**src/rtl/deadtime_inserter.sv**
```systemverilog
// Three-phase dead-time inserter: turns each SPWM comparator bit into a
// complementary high/low gate pair separated by DEAD_CYCLES clocks with both off.
//
// state | meaning
// ------+-----------------------------------------------------------
// OFF   | gates disabled, both switches off
// DEAD  | both switches off, counting down the dead period
// HI    | high-side switch conducting
// LO    | low-side switch conducting
module deadtime_inserter #(
   parameter int DEAD_CYCLES = 50,
   parameter int CNT_W       = 8
) (
   input  logic clk,
   input  logic rst_n,
   input  logic en,
   input  logic pwm_a,
   input  logic pwm_b,
   input  logic pwm_c,
   output logic ha,
   output logic la,
   output logic hb,
   output logic lb,
   output logic hc,
   output logic lc
);

   typedef enum logic [1:0] {
      OFF  = 2'd0,
      DEAD = 2'd1,
      HI   = 2'd2,
      LO   = 2'd3
   } state_t;

   localparam logic [CNT_W-1:0] CNT_LOAD = CNT_W'(DEAD_CYCLES - 1);

   logic [2:0] pwm_raw;
   logic [2:0] h_gate;
   logic [2:0] l_gate;

   assign pwm_raw = {pwm_c, pwm_b, pwm_a};

   for (genvar g = 0; g < 3; g++) begin : g_phase
      state_t           state;
      state_t           state_nxt;
      logic [CNT_W-1:0] cnt;
      logic [CNT_W-1:0] cnt_nxt;
      logic             pwm_q;
      logic             h_q;
      logic             l_q;

      // Gate flops follow the next state so a turn-off lands on the same edge
      // that the FSM leaves HI/LO, keeping the off window exactly DEAD_CYCLES.
      always_ff @(posedge clk or negedge rst_n) begin
         if (!rst_n) begin
            state <= OFF;
            cnt   <= '0;
            pwm_q <= 1'b0;
            h_q   <= 1'b0;
            l_q   <= 1'b0;
         end else begin
            state <= state_nxt;
            cnt   <= cnt_nxt;
            pwm_q <= pwm_raw[g];
            h_q   <= (state_nxt == HI);
            l_q   <= (state_nxt == LO);
         end
      end

      always_comb begin
         state_nxt = state;
         cnt_nxt   = cnt;
         if (!en) begin
            state_nxt = OFF;
         end else begin
            case (state)
               OFF: begin
                  state_nxt = DEAD;
                  cnt_nxt   = CNT_LOAD;
               end
               HI: begin
                  if (!pwm_q) begin
                     state_nxt = DEAD;
                     cnt_nxt   = CNT_LOAD;
                  end
               end
               LO: begin
                  if (pwm_q) begin
                     state_nxt = DEAD;
                     cnt_nxt   = CNT_LOAD;
                  end
               end
               DEAD: begin
                  // Inputs seen during the dead period are ignored; only the
                  // request present at expiry decides which side turns on.
                  if (cnt == '0) begin
                     state_nxt = pwm_q ? HI : LO;
                  end else begin
                     cnt_nxt = cnt - 1'b1;
                  end
               end
               default: state_nxt = OFF;
            endcase
         end
      end

      assign h_gate[g] = h_q;
      assign l_gate[g] = l_q;
   end

   assign ha = h_gate[0];
   assign la = l_gate[0];
   assign hb = h_gate[1];
   assign lb = l_gate[1];
   assign hc = h_gate[2];
   assign lc = l_gate[2];

endmodule

```
**config.mk**
```make
export PLATFORM = sky130hd
export DESIGN_NAME = deadtime_inserter
export DESIGN_NICKNAME = d
export VERILOG_FILES = /design/src/rtl/deadtime_inserter.sv
export SDC_FILE = /design/constraint.sdc
export NUM_CORES = 1
export LEC_CHECK = 0
export CORE_MARGIN = 2
export CORE_UTILIZATION = 35
export CTS_BUF_LIST = sky130_fd_sc_hd__clkbuf_4 sky130_fd_sc_hd__clkbuf_8
export DETAILED_ROUTE_END_ITERATION = 10
export SLEW_MARGIN = 40
export SYNTH_ARGS = -nofsm -noshare
export SYNTH_HDL_FRONTEND = slang
export SYNTH_SLANG_ARGS = --single-unit
```
**constraint.sdc**
```tcl
create_clock -name clk -period 4.72 [get_ports clk]
set_input_delay 1.18 -clock clk [delete_from_list [all_inputs] [get_ports clk]]
set_output_delay 1.18 -clock clk [all_outputs]
set_load 0.02 [all_outputs]
```
== Yosys cells after proc, flatten, opt, wreduce, memory -nomap -nowiden ==
Index checks and enable logic that the tools add are counted.
Operators by class
  $add $sub $neg: 3
  equal/unequal tests: 24
  multiplexer cells: 30
  reductions and logical operators: 9
Operator list (count)
  one-hot mux 8 bit (4 select lines): 3
  two-way mux 8 bit: 9
  equality test 2 bit, second input constant: 12
  logical NOT 8 bit: 3
  two-way mux 2 bit: 12
  one-hot mux 2 bit (4 select lines): 3
  subtractor 8 x 1 -> 8 bit, second input constant: 3
  != test 2 bit, second input constant: 9
  AND reduction 4 bit: 3
  equality test 2 x 1 -> 1 bit, second input constant: 3
  logical NOT 2 bit: 3
  two-way mux 1 bit: 3
Storage, ports and cells
  register bits: 39
  bits of input ports: 6
  output and inout bits: 6
  word-level logic and storage cells: 81

== Longest topological paths before layout ==
Gate-level depths: netlist of run 1.
  word-level depth: 5
  gate-level depth with buffers: 7
  mapped depth without buffers: 6

== Worst setup path before layout of run 1 ==
Ideal clock, no wire load.
  kind: in2reg
  start point: input en
  end point: register g_phase[0].cnt[5]
  setup time: 121 ps
  arrival time: 2158 ps
  required time: 4599 ps
  setup slack: 2441 ps
  cell stages on the path: 5
  buffers on the path: 1
  cell sequence: inv_1 -> clkbuf_1 -> a211oi_1 -> nand3_1 -> a22o_1
Between the ends
  longest elaborated chain between the ends: 1
Ends and longest elaborated chain
  start, declared: RTL line 16  | input logic en,
  AND reduction 4 bit (no source line)
  end signal, assigned: RTL line 63  | cnt <= cnt_nxt;
  end, declared: RTL line 46  | logic [CNT_W-1:0] cnt;
Every way passes these cells.
A chain may end at the register's enable or synchronous reset.

== Final worst setup path of run 1 ==
Ends and elaborated chain as after synthesis.

==> out/results.ini, run 1 <==
[place]
dp_hpwl_um=2580
place_area_um2=2150
io_buffers=11
gp_congestion=0.822
dpl.cell_count=283

[clocking]
cts_tree=built
post-cts-setup-buffer-count=0
numCtsBuffers=5
clkLatencyLatePin_ns=0.29
cts_resized=0
clockBufferDepth=2
cts.htree.levels=2
clk_transition_reported_paths_ns=0.08
cts_hold_buf=0
cts_root_buf=clkbuf_8
cts_sinks=39

[sta]
slew_violations=0
max_clock_freq_ghz=0.324
rsz0062_at_grt=no
slew_headroom_pct=60.8
worst_slew_pin_slew_ns=0.579
finalClockSkew_ns=0.00454
finalCritPeriodShare_pct=65.3
fin_tns_setup_ns=0
min_period_ns=3.08
finalSetupViolations=0
hold_viol=0

[power_and_ir_drop]
p_comb_share_pct=21.2
seqPwrFrac_pct=54.3
p_int_uw=596
ir_drop_v=0.000215
clkPwrFrac_pct=24.5
p_leak_uw=0.000940
p_sw_uw=303
switching_share_pct=33.7
p_per_area_nw_per_um2=403

[floorplan]
dieHeight_um=78.9
coreArea_um2=5470
floorplan.initialDensity_pct=35.9
die-area_um2=6220
dieWidth_um=78.9
rows=27
io_pins=12

[layout]
area_delta_synth_final_pct=13.6
instances_no_fill=291
final_cell_mix=39 x dfrtp_1, 28 x a21oi_1, 12 x inv_1, 12 x nor2_1, 11 x nand2_1
diodes=0
fillers=543
layout_commonest_cell=dfrtp_1
drive_above_1_share_pct=7.31
finalNetCount=228
fin_util_pct=40.7
design_area_um2=2230

[detailed_routing]
routed_via_density=5.20
vias=1512
dr.pass1.iters=4
initialDrtViolationCount=77
drt_drc_violations_left=0
ant_nets=0
wl_per_cell_um=13.0
routed_wl_um=3780

[yosys]
synth_top_family_by_area=simple AND/OR/NAND/NOR gates
syn_avg_cell_area_um2=9.62
synth_nets=214
ys_seq_area_share_pct=49.7
ys_ff_latch=39
syn_inst=204
yosys_warnings=0
synth-adder-area-share_pct=2.55
synth_area_um2=1960
yosys.area_share.simple_pct=24.0
yosysUniqueCellTypes=41
synth_edf_count=0
synth_xor_area_share_pct=1.34
synth_compound_area_share_pct=17.2
synthArstFlopShare_pct=100
synth_mux_area_share_pct=2.17
synth-main-ff-cell=dfrtp_1

[critical_path]
worstSetupPathType=in2reg
endpoint_kind=flip-flop
path_max_fanout=16
cp.required_ns=4.90
cp-start-kind=input pin
cp.arrival_ns=3.26

[global_routing]
grt_max_degree=40
first_global_vias=1418
grtUsageTotal_pct=13.3
overflow=0
grt_pass1_wl_um=6580
grt_antenna_before_repair=0

[outcome]
outcome=finished, final reports clean

[flow_run]
drv_cap=0

[min_path]
hp-class=reg2reg

per-stage QoR:
stage / setup slack [ns] / hold WS (ns) / total power [uW]
after floorplan: 2.44 / 0.443 / 626
after global placement: 1.43 / 0.465 / 678
after detailed placement: 1.36 / 0.470 / 683
after CTS: 1.62 / 0.480 / 906
after global routing: 1.46 / 0.508 / 963
final: 1.64 / 0.476 / 899
metal layers:
| metal | wire [um] | global-route usage, % | vias to the layer above | share of wire, % |
|---|---|---|---|---|
| met4 | 70 | 5.69 | 0 | 1.9 |
| met3 | 108 | 3.41 | 8 | 2.9 |
| met1 | 1960 | 17.9 | 720 | 52 |
| li1 | - | - | 767 | - |
| met2 | 1640 | 20.5 | 17 | 43 |
| met5 | 0 | 0 | - | 0 |
power by group through the flow:
stage          Clock, uW  Sequential [uW]  Combinational, uW
2_1_floorplan          0              471                155
3_3_place_gp           0              491                187
3_5_place_dp           0              491                192
4_1_cts              227              486                193
5_1_grt              243              501                218
6_report             220              488                191
path summary, 6_finish.rpt:
kind / depth (start not counted) / slack [ns] / startpoint / end
max: 5 / 1.64 / en / g_phase[0].cnt[5]$_DFFE_PN0P_
min: 1 / 0.48 / g_phase[0].pwm_q$_DFF_PN0_ / la$_DFF_PN0_
min reg2reg: 1 / 0.48 / g_phase[0].pwm_q$_DFF_PN0_ / la$_DFF_PN0_
max reg2reg: 6 / 2.64 / g_phase[2].cnt[0]$_DFFE_PN0P_ / g_phase[2].cnt[1]$_DFFE_PN0P_
min in group asynchronous: 1 / 0.85 / rst_n / g_phase[2].cnt[2]$_DFFE_PN0P_
max in group asynchronous: 1 / 3.54 / rst_n / g_phase[0].cnt[1]$_DFFE_PN0P_
worst max-delay path, cell delays in order:
cell,delay (ns)
clkdlybuf4s50_1,0.79
inv_1,0.31
a211oi_1,0.56
nand3_1,0.15
a22o_1,0.27
synthesized netlist by cell type, drive strengths merged (2+ instances only):
library cell | n | area share, %
mux2 | 2 | 1.1
or3 | 2 | 0.64
dfrtp | 39 | 50
nor3 | 10 | 2.5
nand4 | 2 | 0.64
o21a | 4 | 1.5
xor2 | 3 | 1.3
or4 | 2 | 0.96
a31oi | 7 | 2.2
o21ai | 6 | 1.5
inv | 12 | 2.3
mux2i | 2 | 1.0
or3b | 3 | 1.3
a22o | 3 | 1.3
nand2 | 11 | 2.1
ha | 4 | 2.5
nor2b | 3 | 0.96
nor4 | 2 | 0.64
and3 | 6 | 1.9
nand2b | 9 | 2.9
clkbuf | 4 | 0.76
nor4b | 2 | 1.2
nor2 | 12 | 2.3
nor3b | 2 | 0.76
and2 | 3 | 0.96
a21oi | 28 | 7.1
nand3b | 3 | 1.1
nand3 | 8 | 2.0
cells by family after synthesis:
logic type,count (synthesis)
buf+inv,16
mux,4
flops,39
simple gates,82
compound gates,56
xor+xnor,3
fa+ha+maj,4
layout make-up:
type | count | area (um2) | share of cell area [%]
Timing Repair Buffer | 11 | 108 | 4.83
Sequential cell | 39 | 976 | 43.8
Inverter | 12 | 45.0 | 2.02
Tap cell | 72 | 90.1 | 4.04
Clock buffer | 5 | 68.8 | 3.09
Multi-Input combinational cell | 149 | 927 | 41.6
Clock inverter | 3 | 15.0 | 0.673
state kept, by name (all words and copies together), names as in the netlist:
register	count
g_phase.cnt	24
g_phase.pwm_q	3
g_phase.state	6
ha	1
hb	1
hc	1
la	1
lb	1
lc	1
(Power assumes the default switching activity.)
==> run 2, diff against run 1 <==
- clock period: 4.72 -> 2.8 ns (I/O delays scaled with it)
==> run 2 against run 1 <==
Effect of this change: global-route usage is essentially flat; clock power grew 72%; cell count grew 1.0%; count of clock-buffer cells in the layout grew 1; die area is the same; non-clock buffer count grew 4; worst hold slack lost 0.10 ns; flip-flop and latch count is the same; final area grew 1.5%; clock skew is essentially flat; combinational power grew 71%; critical path type is now reg2reg; highest routed layer unchanged.
==> out/results.ini, run 2 (same netlist as run 1, synthesis figures left out) <==
[critical_path]
cp.arrival_ns=2.31  ; -0.95 ns
worstReg2RegEnd=g_phase[2].cnt[1]$_DFFE_PN0P_
cp-start-kind=flip-flop
cp-endpoint=g_phase[2].cnt[1]$_DFFE_PN0P_
worstSetupPathType=reg2reg
path_max_fanout=8  ; -8
critPathLaunch=g_phase[2].cnt[0]$_DFFE_PN0P_
ff2ff_setup_slack_ns=0.67  ; -1.97 ns
endpoint_kind=flip-flop
cp.required_ns=2.98  ; -1.92 ns
r2r-start=g_phase[2].cnt[0]$_DFFE_PN0P_
reg2reg_depth=6  ; unchanged

[clocking]
post-cts-setup-buffer-count=0  ; unchanged
clkLatencyLatePin_ns=0.29  ; about the same
clk_transition_reported_paths_ns=0.07  ; about the same
cts.htree.levels=2  ; unchanged
cts_tree=built
clockBufferDepth=2  ; unchanged
cts_root_buf=clkbuf_8
cts_resized=0  ; unchanged
cts_hold_buf=0  ; unchanged
cts_sinks=39  ; unchanged
numCtsBuffers=5  ; unchanged

[floorplan]
coreArea_um2=5470  ; unchanged
rows=27  ; unchanged
die-area_um2=6220  ; unchanged
floorplan.initialDensity_pct=35.9  ; unchanged
dieWidth_um=78.9  ; unchanged
io_pins=12  ; unchanged
dieHeight_um=78.9  ; unchanged

[layout]
fin_util_pct=41.4  ; +0.62 points
final_cell_mix=39 x dfrtp_1, 28 x a21oi_1, 12 x inv_1, 12 x nor2_1, 11 x nand2_1
largest-register=g_phase.cnt
diodes=0  ; unchanged
layout_commonest_cell=dfrtp_1
reg.largest.list=g_phase.cnt: 24 flops, g_phase.state: 6 flops, g_phase.pwm_q: 3 flops
area_delta_synth_final_pct=15.3
finalNetCount=232  ; +1.8%
largest_register_ff_count=24  ; unchanged
instances_no_fill=294  ; +1.0%
drive_above_1_share_pct=8.56  ; +1.3 points

[global_routing]
grt_antenna_before_repair=0  ; unchanged
grt_max_degree=40  ; unchanged
first_global_vias=1450  ; +2.3%
overflow=0  ; unchanged
grtUsageTotal_pct=13.3  ; -0.023 points
grt_pass1_wl_um=6500  ; -1.2%

[place]
dpl.cell_count=287  ; +1.4%
dp_hpwl_um=2540  ; -1.5%
io_buffers=11  ; unchanged
gp_congestion=0.810  ; -1.5%

[sta]
slew_headroom_pct=59.6  ; -1.3 points
min_period_ns=2.13
hold_viol=0  ; unchanged
slew_violations=0  ; unchanged
rsz0062_at_grt=no
timing.hold.ws_ns=0.372  ; -0.104 ns
max_clock_freq_ghz=0.469
finalCritPeriodShare_pct=76.2
worst_slew_pin_slew_ns=0.598  ; +0.0188 ns
finalClockSkew_ns=0.00497  ; +0.000437 ns
finalSetupViolations=0  ; unchanged
fin_tns_setup_ns=0  ; unchanged

[detailed_routing]
ant_nets=0  ; unchanged
initialDrtViolationCount=84  ; +9.1%
routed_via_density=5.21  ; +0.22%
wl_per_cell_um=12.3  ; -5.1%
drt_drc_violations_left=0  ; unchanged
routed_wl_um=3620  ; -4.2%
dr.pass1.iters=4  ; unchanged
vias=1531  ; +1.3%

[power_and_ir_drop]
p_per_area_nw_per_um2=673  ; +67%
ir_drop_v=0.000312  ; +45%
p_leak_uw=0.000959  ; +2.0%

[min_path]
hp-class=in2async

[outcome]
outcome=finished, final reports clean

[flow_run]
drv_cap=0  ; unchanged

## run 2: changes by cell type in the layout (fill, tap and decap cells not counted), sizes merged
cell / previous run / this run
clkinv: 3 / 1
buf: 1 / 5
clkbuf: 5 / 6
## run 2: area by class of cell
type,count,area [um2]
clock buffer,6,82.6
multi-input combinational,149,927
inverter,12,45.0
sequential,39,976
tap,72,90.1
fill,531,3210
timing repair buffer,15,138
clock inverter,1,5.00
## run 2: worst min-delay path by stage
| stage | slack (ns) | to | depth (start not counted) | from |
|---|---|---|---|---|
| after floorplan | 0.40 | g_phase[0].cnt[0]$_DFFE_PN0P_ | 0 | rst_n |
| after global placement | 0.46 | la$_DFF_PN0_ | 1 | g_phase[0].pwm_q$_DFF_PN0_ |
| after detailed placement | 0.48 | la$_DFF_PN0_ | 1 | g_phase[0].pwm_q$_DFF_PN0_ |
| after CTS | 0.39 | g_phase[2].cnt[1]$_DFFE_PN0P_ | 1 | rst_n |
| after global routing | 0.42 | g_phase[2].cnt[1]$_DFFE_PN0P_ | 1 | rst_n |
| final | 0.37 | g_phase[2].cnt[1]$_DFFE_PN0P_ | 1 | rst_n |
## run 2: metrics by stage
step	cell area, um2	worst slack (ns)	total power [uW]
2_1_floorplan	1960	0.887	1060
3_3_place_gp	2170	0.425	1150
3_5_place_dp	2180	0.367	1160
4_1_cts	2260	0.666	1540
5_1_grt	2260	0.458	1640
6_report	2260	0.667	1520
## run 2: power breakdown
| part | internal, uW | switching [uW] |
|---|---|---|
| Combinational | 161 | 165 |
| Clock | 193 | 186 |
| Sequential | 677 | 143 |
| Total | 1030 | 493 |
## run 2: routing by layer
layer  vias to the layer above  GRT usage [%]  share of wire, %
li1                        777              -                 -
met1                       722           18.2                51
met2                        23           19.7                43
met3                         9           3.07               3.5
met4                         0           6.90               2.8
met5                         -              0                 0
## run 2: critical path: stages (launching register included)
cell and delay [ns]:
dfrtp_1 0.41, inv_1 0.07, ha_1 0.21, nor3b_1 0.42, nand3b_1 0.33, and3_1 0.31, mux2_2 0.27
==> run 3, diff against run 2 <==
- clock period: 2.8 -> 2.23 ns (I/O delays scaled with it)
==> run 3 against run 2 <==
Effect of this change: clock power rose by 27%; clock skew rose by 0.0062 ns; fmax rose by 6.0%; power rose by 28%; via count rose by 2.4%; largest cell class unchanged; worst hold slack got worse by 0.065 ns.
==> out/results.ini, run 3 (same netlist as run 1, synthesis figures left out) <==
[outcome]
outcome=finished, final reports clean

[power_and_ir_drop]
seqPwrFrac_pct=52.9  ; -0.9 points
ir_drop_v=0.000484  ; +55%
clkPwrFrac_pct=24.6  ; -0.2 points
p_comb_share_pct=22.5  ; +1.1 points
p_leak_uw=0.00101  ; +4.8%
p_int_uw=1300  ; +26%
p_per_area_nw_per_um2=833  ; +24%
p_sw_uw=648  ; +31%
switching_share_pct=33.2  ; +0.84 points

[clocking]
numCtsBuffers=5  ; unchanged
post-cts-setup-buffer-count=0  ; unchanged
cts_root_buf=clkbuf_8
cts.htree.levels=2  ; unchanged
clk_transition_reported_paths_ns=0.08  ; about the same
cts_tree=built
cts_hold_buf=0  ; unchanged
cts_resized=0  ; unchanged
clkLatencyLatePin_ns=0.29  ; about the same
clockBufferDepth=2  ; unchanged
cts_sinks=39  ; unchanged

[layout]
layout_commonest_cell=dfrtp_1
largest-register=g_phase.cnt
fin_util_pct=42.8  ; +1.4 points
finalNetCount=241  ; +3.9%
drive_above_1_share_pct=12.5  ; +3.9 points
design_area_um2=2340  ; +3.5%
largest_register_ff_count=24  ; unchanged
area_delta_synth_final_pct=19.3
reg.largest.list=g_phase.cnt: 24 flops, g_phase.state: 6 flops, g_phase.pwm_q: 3 flops
diodes=0  ; unchanged
final_cell_mix=39 x dfrtp_1, 28 x a21oi_1, 12 x inv_1, 12 x nor2_1, 12 x buf_4

[critical_path]
cp-start-kind=flip-flop
critPathSlowestCell=or4_4
crit_family=simple AND/OR/NAND/NOR gates
cp.arrival_ns=2.18  ; -0.13 ns
path_max_fanout=4  ; -4
cp.required_ns=2.40  ; -0.58 ns
crit_buf_inv=0  ; -1
endpoint_kind=flip-flop
worstSetupPathType=reg2reg
max_stage_delay_ns=0.56  ; +0.14 ns
crit_chain=or4_4 > a2111oi_1 > a21oi_1 > or3b_1

[sta]
slew_violations=0  ; unchanged
hold_viol=0  ; unchanged
rsz0062_at_grt=no
slew_headroom_pct=61.0  ; +1.4 points
worst_slew_pin_slew_ns=0.581  ; -0.0172 ns
max_clock_freq_ghz=0.497  ; +6.0%
fin_tns_setup_ns=0  ; unchanged
finalSetupViolations=0  ; unchanged
min_period_ns=2.01  ; -0.121 ns
setup_slack_ns=0.218  ; -0.449 ns
finalCritPeriodShare_pct=90.2  ; +14 points
finalClockSkew_ns=0.0112  ; +0.00622 ns

[place]
dp_slack_ns=0.0546  ; -0.312 ns
io_buffers=11  ; unchanged
place_area_um2=2250  ; +3.6%
dp_hpwl_um=2650  ; +4.4%
gp_congestion=0.764  ; -5.7%

[flow_run]
drv_cap=0  ; unchanged

[global_routing]
overflow=0  ; unchanged
grt_max_degree=40  ; unchanged
grt_pass1_wl_um=6800  ; +4.7%
first_global_vias=1489  ; +2.7%
grtUsageTotal_pct=13.9  ; +0.54 points
grt_antenna_before_repair=0  ; unchanged

[floorplan]
floorplan.initialDensity_pct=35.9  ; unchanged
rows=27  ; unchanged
dieHeight_um=78.9  ; unchanged
io_pins=12  ; unchanged
dieWidth_um=78.9  ; unchanged
die-area_um2=6220  ; unchanged
coreArea_um2=5470  ; unchanged

[detailed_routing]
drt_drc_violations_left=0  ; unchanged
wl_per_cell_um=12.7  ; +3.3%
routed_via_density=5.15  ; -1.0%
vias=1567  ; +2.4%
initialDrtViolationCount=120  ; +43%
dr.pass1.iters=4  ; unchanged
ant_nets=0  ; unchanged
routed_wl_um=3870  ; +6.8%

[min_path]
hp-class=in2async

run 3: cell types whose count changed in the layout (fill, tap and decap cells not counted):
cell	before	now
clkbuf_4	0	1
clkbuf_8	6	5
buf_4	5	12
buf_12	0	1
buf_2	0	1
clkinvlp_4	0	1
run 3: power groups by stage:
stage / Combinational (uW) / Sequential, uW / Clock (uW)
5_1_grt: 494 / 1060 / 535
3_5_place_dp: 439 / 1040 / 0
6_report: 439 / 1030 / 480
3_3_place_gp: 433 / 1040 / 0
2_1_floorplan: 329 / 997 / 0
4_1_cts: 440 / 1030 / 502
run 3: final cells by class:
type                       instances  area, um2
multi-input combinational        149        927
clock buffer                       6       76.3
fill                             529       3130
clock inverter                     2       12.5
inverter                          12       45.0
timing repair buffer              24        215
tap                               72       90.1
sequential                        39        976
run 3: per-stage QoR:
step,power (uW),hold WS [ns],instances
final,1950,0.308,304
after global routing,2090,0.358,304
after CTS,1970,0.325,304
after detailed placement,1480,0.462,296
after global placement,1470,0.462,296
after floorplan,1330,0.262,204
run 3: final timing paths:
check / cells past startpoint / slack (ns) / endpoint / from
setup / recovery: 4 / 0.22 / g_phase[2].cnt[5]$_DFFE_PN0P_ / g_phase[2].cnt[1]$_DFFE_PN0P_
hold / removal: 2 / 0.31 / lb$_DFF_PN0_ / rst_n
setup reg to reg: 4 / 0.22 / g_phase[2].cnt[5]$_DFFE_PN0P_ / g_phase[2].cnt[1]$_DFFE_PN0P_
hold reg to reg: 1 / 0.47 / la$_DFF_PN0_ / g_phase[0].pwm_q$_DFF_PN0_
max in group asynchronous: 2 / 1.57 / g_phase[1].cnt[0]$_DFFE_PN0P_ / rst_n
min in group clk: 1 / 0.47 / la$_DFF_PN0_ / g_phase[0].pwm_q$_DFF_PN0_
run 3: per-layer routing:
| metal | GRT usage, % | wire length, um | up-vias |
|---|---|---|---|
| li1 | - | - | 795 |
| met1 | 18.8 | 1940 | 734 |
| met2 | 21.1 | 1730 | 32 |
| met3 | 3.18 | 135 | 6 |
| met4 | 6.38 | 70 | 0 |
| met5 | 0 | 0 | - |
